[config.mk]
export PLATFORM = sky130hd
export DESIGN_NAME = xillybus_lite_gpio_irq_flat
export DESIGN_NICKNAME = d
export VERILOG_FILES = /design/src/rtl/xillybus_lite_gpio_irq_if.sv /design/src/rtl/xillybus_lite_gpio_irq.sv /design/src/flat_wrapper.sv
export SDC_FILE = /design/constraint.sdc
export NUM_CORES = 1
export LEC_CHECK = 0
export BUFFER_PORTS_ARGS = -buffer_cell sky130_fd_sc_hd__buf_4
export CELL_PAD_IN_SITES_DETAIL_PLACEMENT = 1
export CELL_PAD_IN_SITES_GLOBAL_PLACEMENT = 1
export CORE_MARGIN = 4
export CORE_UTILIZATION = 35
export DETAILED_ROUTE_END_ITERATION = 10
export PLACE_DENSITY_LB_ADDON = 0.1
export SYNTH_ARGS = -nofsm -noshare
export SYNTH_HDL_FRONTEND = slang
export SYNTH_SLANG_ARGS = --single-unit
[constraint.sdc]
create_clock -name bus_clk -period 1.6 [get_ports bus_clk]
set_input_delay 0.08 -clock bus_clk [delete_from_list [all_inputs] [get_ports bus_clk]]
set_output_delay 0.08 -clock bus_clk [all_outputs]
set_load 0.02 [all_outputs]
[src/rtl/xillybus_lite_gpio_irq_if.sv]
// Xillybus Lite user register bus: single-cycle write/read strobes, registered read data, level IRQ.
// The master drives address, strobes and write data. The slave returns read data and the interrupt.
interface xillybus_lite_gpio_irq_if;
  logic [31:0] user_addr;
  logic        user_wren;
  logic [3:0]  user_wstrb;
  logic [31:0] user_wr_data;
  logic        user_rden;
  logic [31:0] user_rd_data;
  logic        user_irq;

  modport master (
    output user_addr, user_wren, user_wstrb, user_wr_data, user_rden,
    input  user_rd_data, user_irq
  );

  modport slave (
    input  user_addr, user_wren, user_wstrb, user_wr_data, user_rden,
    output user_rd_data, user_irq
  );
endinterface

[src/rtl/xillybus_lite_gpio_irq.sv]
// GPIO with per-pin direction/output, synchronised inputs, edge capture (sticky STAT) and a maskable level IRQ.
// Read data arrives 1 cycle after user_rden and writes apply on the strobe edge; there is no backpressure.
module xillybus_lite_gpio_irq #(
  parameter int GPIO_WIDTH  = 56,
  parameter int SYNC_STAGES = 2,
  parameter int ADDR_BITS   = 8
) (
  input  logic                   bus_clk,
  input  logic                   bus_rst_n,
  xillybus_lite_gpio_irq_if.slave bus,
  input  logic [GPIO_WIDTH-1:0]  gpio_i,
  output logic [GPIO_WIDTH-1:0]  gpio_o,
  output logic [GPIO_WIDTH-1:0]  gpio_t
);
  localparam int NB = (GPIO_WIDTH + 31) / 32;
  localparam int PW = NB * 32;
  localparam int CW = $clog2(SYNC_STAGES + 2);
  localparam int HB = ADDR_BITS - 5;
  localparam logic [CW-1:0] PRIME_DONE = CW'(SYNC_STAGES + 1);
  localparam logic [15:0]   GPIO_W16   = 16'(GPIO_WIDTH);

  function automatic logic [PW-1:0] pin_mask();
    logic [PW-1:0] m;
    m = '0;
    for (int i = 0; i < GPIO_WIDTH; i++) m[i] = 1'b1;
    return m;
  endfunction

  localparam logic [PW-1:0] PMASK = pin_mask();

  function automatic logic [31:0] merge(input logic [31:0] old_v, input logic [31:0] new_v,
                                        input logic [31:0] be_v);
    return (old_v & ~be_v) | (new_v & be_v);
  endfunction

  logic [PW-1:0] out_q, out_d, dir_q, dir_d, mask_q, mask_d;
  logic [PW-1:0] rise_q, rise_d, fall_q, fall_d, stat_q, stat_d;
  logic          gie_q, gie_d;
  logic [31:0]   rd_q, rd_d;
  logic          irq_q, irq_d;
  logic [CW-1:0] prime_q, prime_d;
  logic [GPIO_WIDTH-1:0] sync_q [SYNC_STAGES];
  logic [GPIO_WIDTH-1:0] prev_q;

  logic [ADDR_BITS-1:0] off;
  logic [HB-1:0]        blk;
  logic [2:0]           word;
  logic [31:0]          be;
  logic [31:0]          rd_word;
  logic [PW-1:0]        sync_pw, prev_pw, ev, clr;
  logic                 unused_addr;

  // Each 32-byte block is one register group: block 0 = ID/GIE, block 2+b = bank b.
  assign off  = bus.user_addr[ADDR_BITS-1:0];
  assign blk  = off[ADDR_BITS-1:5];
  assign word = off[4:2];
  assign be   = {{8{bus.user_wstrb[3]}}, {8{bus.user_wstrb[2]}},
                 {8{bus.user_wstrb[1]}}, {8{bus.user_wstrb[0]}}};
  assign unused_addr = ^{bus.user_addr[31:ADDR_BITS], bus.user_addr[1:0]};

  always_comb begin
    sync_pw = '0;
    prev_pw = '0;
    sync_pw[GPIO_WIDTH-1:0] = sync_q[SYNC_STAGES-1];
    prev_pw[GPIO_WIDTH-1:0] = prev_q;
    ev = '0;
    // prev is not trustworthy until the chain has fully refilled after reset.
    if (prime_q == PRIME_DONE) begin
      ev = (sync_pw & ~prev_pw & rise_q) | (~sync_pw & prev_pw & fall_q);
    end
  end

  always_comb begin
    rd_word = 32'h0;
    if (blk == '0) begin
      case (word)
        3'd0:    rd_word = {16'h4750, GPIO_W16};
        3'd1:    rd_word = {31'h0, gie_q};
        default: rd_word = 32'h0;
      endcase
    end
    for (int b = 0; b < NB; b++) begin
      if (blk == HB'(b + 2)) begin
        case (word)
          3'd0:    rd_word = sync_pw[b*32 +: 32];
          3'd1:    rd_word = out_q[b*32 +: 32];
          3'd2:    rd_word = dir_q[b*32 +: 32];
          3'd3:    rd_word = mask_q[b*32 +: 32];
          3'd4:    rd_word = rise_q[b*32 +: 32];
          3'd5:    rd_word = fall_q[b*32 +: 32];
          3'd6:    rd_word = stat_q[b*32 +: 32];
          default: rd_word = 32'h0;
        endcase
      end
    end
  end

  always_comb begin
    out_d  = out_q;
    dir_d  = dir_q;
    mask_d = mask_q;
    rise_d = rise_q;
    fall_d = fall_q;
    gie_d  = gie_q;
    clr    = '0;
    if (bus.user_wren) begin
      if (blk == '0 && word == 3'd1 && bus.user_wstrb[0]) gie_d = bus.user_wr_data[0];
      for (int b = 0; b < NB; b++) begin
        if (blk == HB'(b + 2)) begin
          case (word)
            3'd1:    out_d[b*32 +: 32]  = merge(out_q[b*32 +: 32], bus.user_wr_data, be);
            3'd2:    dir_d[b*32 +: 32]  = merge(dir_q[b*32 +: 32], bus.user_wr_data, be);
            3'd3:    mask_d[b*32 +: 32] = merge(mask_q[b*32 +: 32], bus.user_wr_data, be);
            3'd4:    rise_d[b*32 +: 32] = merge(rise_q[b*32 +: 32], bus.user_wr_data, be);
            3'd5:    fall_d[b*32 +: 32] = merge(fall_q[b*32 +: 32], bus.user_wr_data, be);
            3'd6:    clr[b*32 +: 32]    = bus.user_wr_data & be;
            default: ;
          endcase
        end
      end
    end
    out_d  = out_d & PMASK;
    dir_d  = dir_d & PMASK;
    mask_d = mask_d & PMASK;
    rise_d = rise_d & PMASK;
    fall_d = fall_d & PMASK;
    // A new event beats a simultaneous W1C so no edge is ever lost.
    stat_d = ((stat_q & ~clr) | ev) & PMASK;
    irq_d  = gie_q & (|(stat_q & mask_q));
    rd_d   = bus.user_rden ? rd_word : rd_q;
    prime_d = (prime_q == PRIME_DONE) ? prime_q : prime_q + CW'(1);
  end

  always_ff @(posedge bus_clk or negedge bus_rst_n) begin
    if (!bus_rst_n) begin
      out_q   <= '0;
      dir_q   <= '0;
      mask_q  <= '0;
      rise_q  <= '0;
      fall_q  <= '0;
      stat_q  <= '0;
      gie_q   <= 1'b0;
      rd_q    <= '0;
      irq_q   <= 1'b0;
      prime_q <= '0;
      prev_q  <= '0;
      for (int i = 0; i < SYNC_STAGES; i++) sync_q[i] <= '0;
    end else begin
      out_q   <= out_d;
      dir_q   <= dir_d;
      mask_q  <= mask_d;
      rise_q  <= rise_d;
      fall_q  <= fall_d;
      stat_q  <= stat_d;
      gie_q   <= gie_d;
      rd_q    <= rd_d;
      irq_q   <= irq_d;
      prime_q <= prime_d;
      sync_q[0] <= gpio_i;
      for (int i = 1; i < SYNC_STAGES; i++) sync_q[i] <= sync_q[i-1];
      prev_q  <= sync_q[SYNC_STAGES-1];
    end
  end

  assign bus.user_rd_data = rd_q;
  assign bus.user_irq     = irq_q;
  assign gpio_o = out_q[GPIO_WIDTH-1:0];
  assign gpio_t = ~dir_q[GPIO_WIDTH-1:0];
endmodule

[src/flat_wrapper.sv]
// flat-port wrapper written by rule: the top's interface ports become plain ports
module xillybus_lite_gpio_irq_flat 
#(
  parameter int GPIO_WIDTH  = 56,
  parameter int SYNC_STAGES = 2,
  parameter int ADDR_BITS   = 8
)
  (bus_clk, bus_rst_n, gpio_i, gpio_o, gpio_t, bus_user_addr, bus_user_wren, bus_user_wstrb, bus_user_wr_data, bus_user_rden, bus_user_rd_data, bus_user_irq);
  xillybus_lite_gpio_irq_if bus_i ();
  input  logic bus_clk;
  input  logic bus_rst_n;
  input  logic [GPIO_WIDTH-1:0] gpio_i;
  output logic [GPIO_WIDTH-1:0] gpio_o;
  output logic [GPIO_WIDTH-1:0] gpio_t;
  input wire logic [$bits(bus_i.user_addr)-1:0] bus_user_addr;
  input wire logic [$bits(bus_i.user_wren)-1:0] bus_user_wren;
  input wire logic [$bits(bus_i.user_wstrb)-1:0] bus_user_wstrb;
  input wire logic [$bits(bus_i.user_wr_data)-1:0] bus_user_wr_data;
  input wire logic [$bits(bus_i.user_rden)-1:0] bus_user_rden;
  output wire logic [$bits(bus_i.user_rd_data)-1:0] bus_user_rd_data;
  output wire logic [$bits(bus_i.user_irq)-1:0] bus_user_irq;
  assign bus_i.user_addr = bus_user_addr;
  assign bus_i.user_wren = bus_user_wren;
  assign bus_i.user_wstrb = bus_user_wstrb;
  assign bus_i.user_wr_data = bus_user_wr_data;
  assign bus_i.user_rden = bus_user_rden;
  assign bus_user_rd_data = bus_i.user_rd_data;
  assign bus_user_irq = bus_i.user_irq;
  xillybus_lite_gpio_irq #(.GPIO_WIDTH(GPIO_WIDTH), .SYNC_STAGES(SYNC_STAGES), .ADDR_BITS(ADDR_BITS)) u_core (.bus_clk(bus_clk), .bus_rst_n(bus_rst_n), .bus(bus_i), .gpio_i(gpio_i), .gpio_o(gpio_o), .gpio_t(gpio_t));
endmodule
Word level (Yosys, flattened, before mapping) --
Cells that the tools add are included.
Storage, ports and cells: register bits 540, bits in latches 0, RAM bits 0, memory bits (read-only) 0, input bits 128, output and inout bits 145, logic and storage cells 90, memories kept 0
Operators by class: add/sub/neg operators 1, multipliers 0, divide/modulo/power cells 0, order comparisons 0, equal/unequal tests 9, shift-type cells 0, multiplexer cells 11, bitwise logic cells 35, reduce and logical (&&, ||, !) cells 16
Operators by type and width (count):
- bitwise AND 56 bit | 6
- NOT 56 bit | 4
- case mux 32 bit (7 select lines) | 1
- bitwise AND 32 bit | 6
- case mux 24 bit (7 select lines) | 1
- bitwise OR 32 bit | 5
- two-way mux 32 bit | 4
- bitwise AND 24 bit | 5
- bitwise OR 24 bit | 5
- two-way mux 56 bit | 2
- bitwise OR 56 bit | 2
- OR reduction 64 bit | 1
- case mux 31 bit (2 select lines) | 1
- NOT 32 bit | 1
- two-way mux 31 bit | 1
- AND reduction 3 bit | 10
- two-way mux 24 bit | 1
- == test 3 x 2 -> 1 bit (second input constant) | 4
- == test 3 bit (second input constant) | 3
- logical NOT 3 bit | 2
- == test 3 x 1 -> 1 bit (second input constant) | 1
- adder 2 x 1 -> 2 bit (second input constant) | 1
- == test 2 bit (second input constant) | 1
- logical AND 1 bit | 2
- 2 further kinds | 2

Logic depth before layout (Yosys ltp) --
depth after elaboration 7, gate-level depth with buffers 8, mapped depth without buffers 5

Worst setup path before layout --
No wires, ideal clock.
path type in2reg, start point input bus_user_addr[3], end point register u_core.rd_q[7], in the netlist u_core.bus.user_rd_data[7], setup time 0.126 ns, arrival time 1.384 ns, required time 1.474 ns, slack 0.090 ns, stages 7, path buffers 3, cells stage by stage buf_2 -> buf_6 -> buf_6 -> mux2_2 -> a22oi_1 -> nand3_1 -> a221o_1
Between the ends: longest elaborated chain between the ends 4, elaborated cells on any way between the ends 11, those cells by class 6 x eq/ne; 4 x mux; 1 x reduce/logical
Ends and longest elaborated chain:
- from (decl) | RTL line flat_wrapper.sv:15 | input wire logic [$bits(bus_i.user_addr)-1:0] bus_user_addr;
- == test 3 bit, or another cell as far along | RTL line xillybus_lite_gpio_irq.sv:84 | case (word)
- case mux 32 bit (7 select lines) | RTL line xillybus_lite_gpio_irq.sv:84
- two-way mux 32 bit | RTL line xillybus_lite_gpio_irq.sv:83 | if (blk == HB'(b + 2)) begin
- two-way mux 32 bit (*) | RTL line xillybus_lite_gpio_irq.sv:83
- to (signal assigned) | RTL line xillybus_lite_gpio_irq.sv:156 | rd_q <= rd_d;
- to (decl) | RTL line xillybus_lite_gpio_irq.sv:39 | logic [31:0] rd_q, rd_d;
Every way passes the cells marked *; elsewhere a longest branch is shown, timed or not. A chain may end at the register's enable or synchronous reset.

Final worst setup path --
start point register u_core.stat_q[26], end point register u_core.irq_q, in the netlist u_core.bus.user_irq
Between the ends: longest elaborated chain between the ends 3
Ends and longest elaborated chain:
- from (decl) | RTL line xillybus_lite_gpio_irq.sv:37 | logic [PW-1:0] rise_q, rise_d, fall_q, fall_d, stat_q, stat_d;
- from (signal assigned) | RTL line xillybus_lite_gpio_irq.sv:154 | stat_q <= stat_d;
- bitwise AND 56 bit | RTL line xillybus_lite_gpio_irq.sv:129 | irq_d = gie_q & (|(stat_q & mask_q));
- OR reduction 64 bit | RTL line xillybus_lite_gpio_irq.sv:129
- bitwise AND 1 bit | RTL line xillybus_lite_gpio_irq.sv:129
- named net u_core.irq_d | RTL line xillybus_lite_gpio_irq.sv:40 | logic irq_q, irq_d;
- to (signal assigned) | RTL line xillybus_lite_gpio_irq.sv:157 | irq_q <= irq_d;
- to (decl) | RTL line xillybus_lite_gpio_irq.sv:40
The timed path passes the listed nets, and every way through them passes these cells.

==> flow_summary.json <==
{
  "totalWireLength_um": 85200,
  "crit_family": "flip-flops",
  "ys_ff_latch": 540,
  "clk_latency_ns": 0.62,
  "synth_edf_count": 0,
  "final_area_um2": 30000,
  "synth_top_cell_by_area": "dfrtp_1",
  "start_util_pct": 35.3,
  "drtPass1Iterations": 5,
  "fillers": 6562,
  "final_hold_viol_count": 0,
  "skew_ns": 0.0113,
  "yosys_warnings": 0,
  "ys_top_cells_by_count": "dfrtp_1 (540), mux2_2 (272), nand2_1 (132)",
  "route.antenna.remaining_nets": 0,
  "syn_avg_cell_area_um2": 12.8,
  "multi_input_area_um2": 8420,
  "synth_adder_area_share_pct": 0.0552,
  "placement.io_buffers": 246,
  "ios": 273,
  "pwr_density_cell_nw_per_um2": 1180,
  "die_area_um2": 68900,
  "synth_top_family_by_area": "multiplexers",
  "clkTransAtPathRegs_ns": 0.06,
  "path_class": "register to register",
  "seqCellArea_um2": 13500,
  "cpPeakStageDelay_ns": 0.43,
  "syn_nets": 1899,
  "outcome": "completed",
  "yosysMostFrequentCell": "dfrtp_1",
  "setup_viol": 0,
  "min_period_ns": 1.60,
  "cts_tree": "yes",
  "min_path_type": "primary input to register",
  "ys_seq_area_share_pct": 59.6,
  "grt_usage_pct": 24.3,
  "rsz0062_at_grt": "true",
  "antenna_found_initial": 5,
  "area_growth_pct": 32.4,
  "drive_above_1_share_pct": 37.0,
  "dpl.hpwl_um": 60200,
  "power_w": 0.0355,
  "cp_num_buf_inv": 2,
  "worst_pin_slew_ns": 0.578,
  "synthArstFlopShare_pct": 100,
  "cts_made_buffers": 60,
  "grt_pass1_wl_um": 127000,
  "clockRootBuffer": "clkbuf_16",
  "synth_xor_area_share_pct": 0.0386,
  "fmax_mhz": 626,
  "grt_max_degree": 75,
  "cp_slowest_cell": "dfrtp_1",
  "nNetsFinal": 2380,
  "gr-total-overflow": 0,
  "crit_chain": "a22oi_2 -> buf_6 -> nand4_1 -> buf_4 -> nor4_4 -> a21boi_1",
  "cp.required_ns": 2.09,
  "yosys.area_share.simple_pct": 7.67,
  "die_h_um": 263,
  "vias": 17087,
  "post_cts_buffers": 0,
  "cp-start-kind": "register",
  "cp.arrival_ns": 2.08,
  "synth.area.top_cells": "dfrtp_1 (60%), mux2_2 (14%), a22oi_1 (4.3%)",
  "syn_area_um2": 22700,
  "min_period_over_period_pct": 99.8,
  "synth_flop_cell": "dfrtp_1",
  "worstSetupEndpointType": "register",
  "synth_top_area_share_pct": 59.6,
  "synth_compound_area_share_pct": 12.9,
  "max-vdd-ir-drop_uv": 788,
  "core_area_um2": 64300,
  "drc": 0,
  "clockBufferDepth": 3,
  "viasPerCell": 5.42,
  "drt-wirelength-per-cell_um": 27.0,
  "clock-sinks": 540,
  "path_max_fanout": 3,
  "dpl-instance-area_um2": 27100,
  "synth_cell_type_count": 53,
  "total_leakage_power_nw": 13.9,
  "synth_mux_area_share_pct": 16.2,
  "rows": 93,
  "fp.dieW_um": 263,
  "drtIter0Drc": 1141,
  "drv_cap": 0,
  "htree_num_levels": 2,
  "maxSlewViolCount": 0,
  "slew_headroom_pct": 61.5,
  "grt_pass1_vias": 18689,
  "syn_inst": 1770,
  "place.gp.congestion": 0.821
}
## report_power, final
| part | total (W) | switching (W) | leakage, nW | internal (W) |
|---|---|---|---|---|
| combinational | 0.00475 | 0.00233 | 6.12 | 0.00243 |
| sequential | 0.0168 | 0.00167 | 6.85 | 0.0151 |
| clock | 0.0139 | 0.00578 | 0.972 | 0.00814 |
| total | 0.0355 | 0.00979 | 13.9 | 0.0257 |
## worst paths after layout
| check | start | end | slack, ns | depth (start not counted) |
|---|---|---|---|---|
| setup / recovery | u_core.stat_q[26] | u_core.bus.user_irq | 0.004 | 6 |
| hold / removal | bus_user_wren | u_core.gie_q | 0.06 | 4 |
| setup reg to reg | u_core.stat_q[26] | u_core.bus.user_irq | 0.004 | 6 |
| hold reg to reg | u_core.sync_q[81] | u_core.sync_pw[25] | 0.35 | 0 |
| max in group asynchronous | bus_rst_n | asynchronous set/reset pin | 0.30 | 5 |
| min in group asynchronous | bus_rst_n | asynchronous set/reset pin | 0.52 | 3 |
## repair_timing
item	in CTS	in global routing
resized for setup	7	2
setup endpoints to repair	1	2
endpoints found under the hold margin	937	0
hold buffers	92	0
## per-layer routing
metal	part of all wire [%]	GRT usage (%)	up-vias
li1	-	-	7445
met1	46	34.0	9069
met2	47	39.5	448
met3	4.3	3.56	121
met4	2.7	6.84	4
met5	0.027	0	-
## tightest hold or removal path, stage by stage
cell	delay (ns)
buf_4	0.14
buf_4	0.17
nand3_1	0.09
mux2_2	0.15
## logic make-up after synthesis
| logic type | count (synthesis) |
|---|---|
| DFF | 540 |
| AOI/OAI and AO/OA | 406 |
| muxes | 330 |
| and+or+nand+nor | 321 |
| buffers and inverters | 171 |
| xor gates and xnor gates | 1 |
| adders and majority gates | 1 |
## metrics by stage
step,utilization (%),TNS [ns],hold slack (ns),instances,worst slack (ns)
floorplan,-,0,-0.216,1770,0.0901
global route,46.7,-0.0746,0.0386,3154,-0.0746
finish,46.7,0,0.0582,3154,0.00364
global placement,42.1,-14.20,0.0144,2952,-0.381
detailed placement,42.1,-18.07,0.0125,2952,-0.374
CTS,46.7,-0.0293,0.0140,3153,-0.0293
## final cells by class
cell class / instances / area share [%]
timing repair buffer: 525 / 16.1
inverter: 65 / 0.812
antenna: 1 / 0.00833
clock inverter: 20 / 0.729
sequential: 540 / 45.0
multi-input combinational: 1059 / 28.0
clock buffer: 89 / 5.80
tap: 855 / 3.56
## placed cells by master, fill, tap and decap left out, types with 5 or more instances in the layout
cell	netlist	layout
mux2_2	272	272
mux2i_1	38	38
clkbuf_1	47	17
a22oi_1	131	128
mux2_1	20	20
and2_1	11	11
and3_1	8	8
a22o_1	70	70
dlygate4sd3_1	0	92
nand4_1	8	8
nand2_1	132	132
a221o_1	10	10
clkbuf_8	0	11
o21ai_0	65	65
inv_1	65	65
nand3_1	15	14
buf_4	11	380
dfrtp_1	540	540
a21oi_1	46	46
o211ai_1	10	10
a211o_1	11	11
nand2_2	35	35
buf_12	0	51
a31oi_1	12	12
o21a_1	7	7
nor2_1	25	25
a221oi_1	13	12
o2bb2ai_1	5	5
clkinv_2	0	11
nand3b_1	64	64
clkbuf_16	0	61
Note: power is estimated with default switching activity, not from simulation.
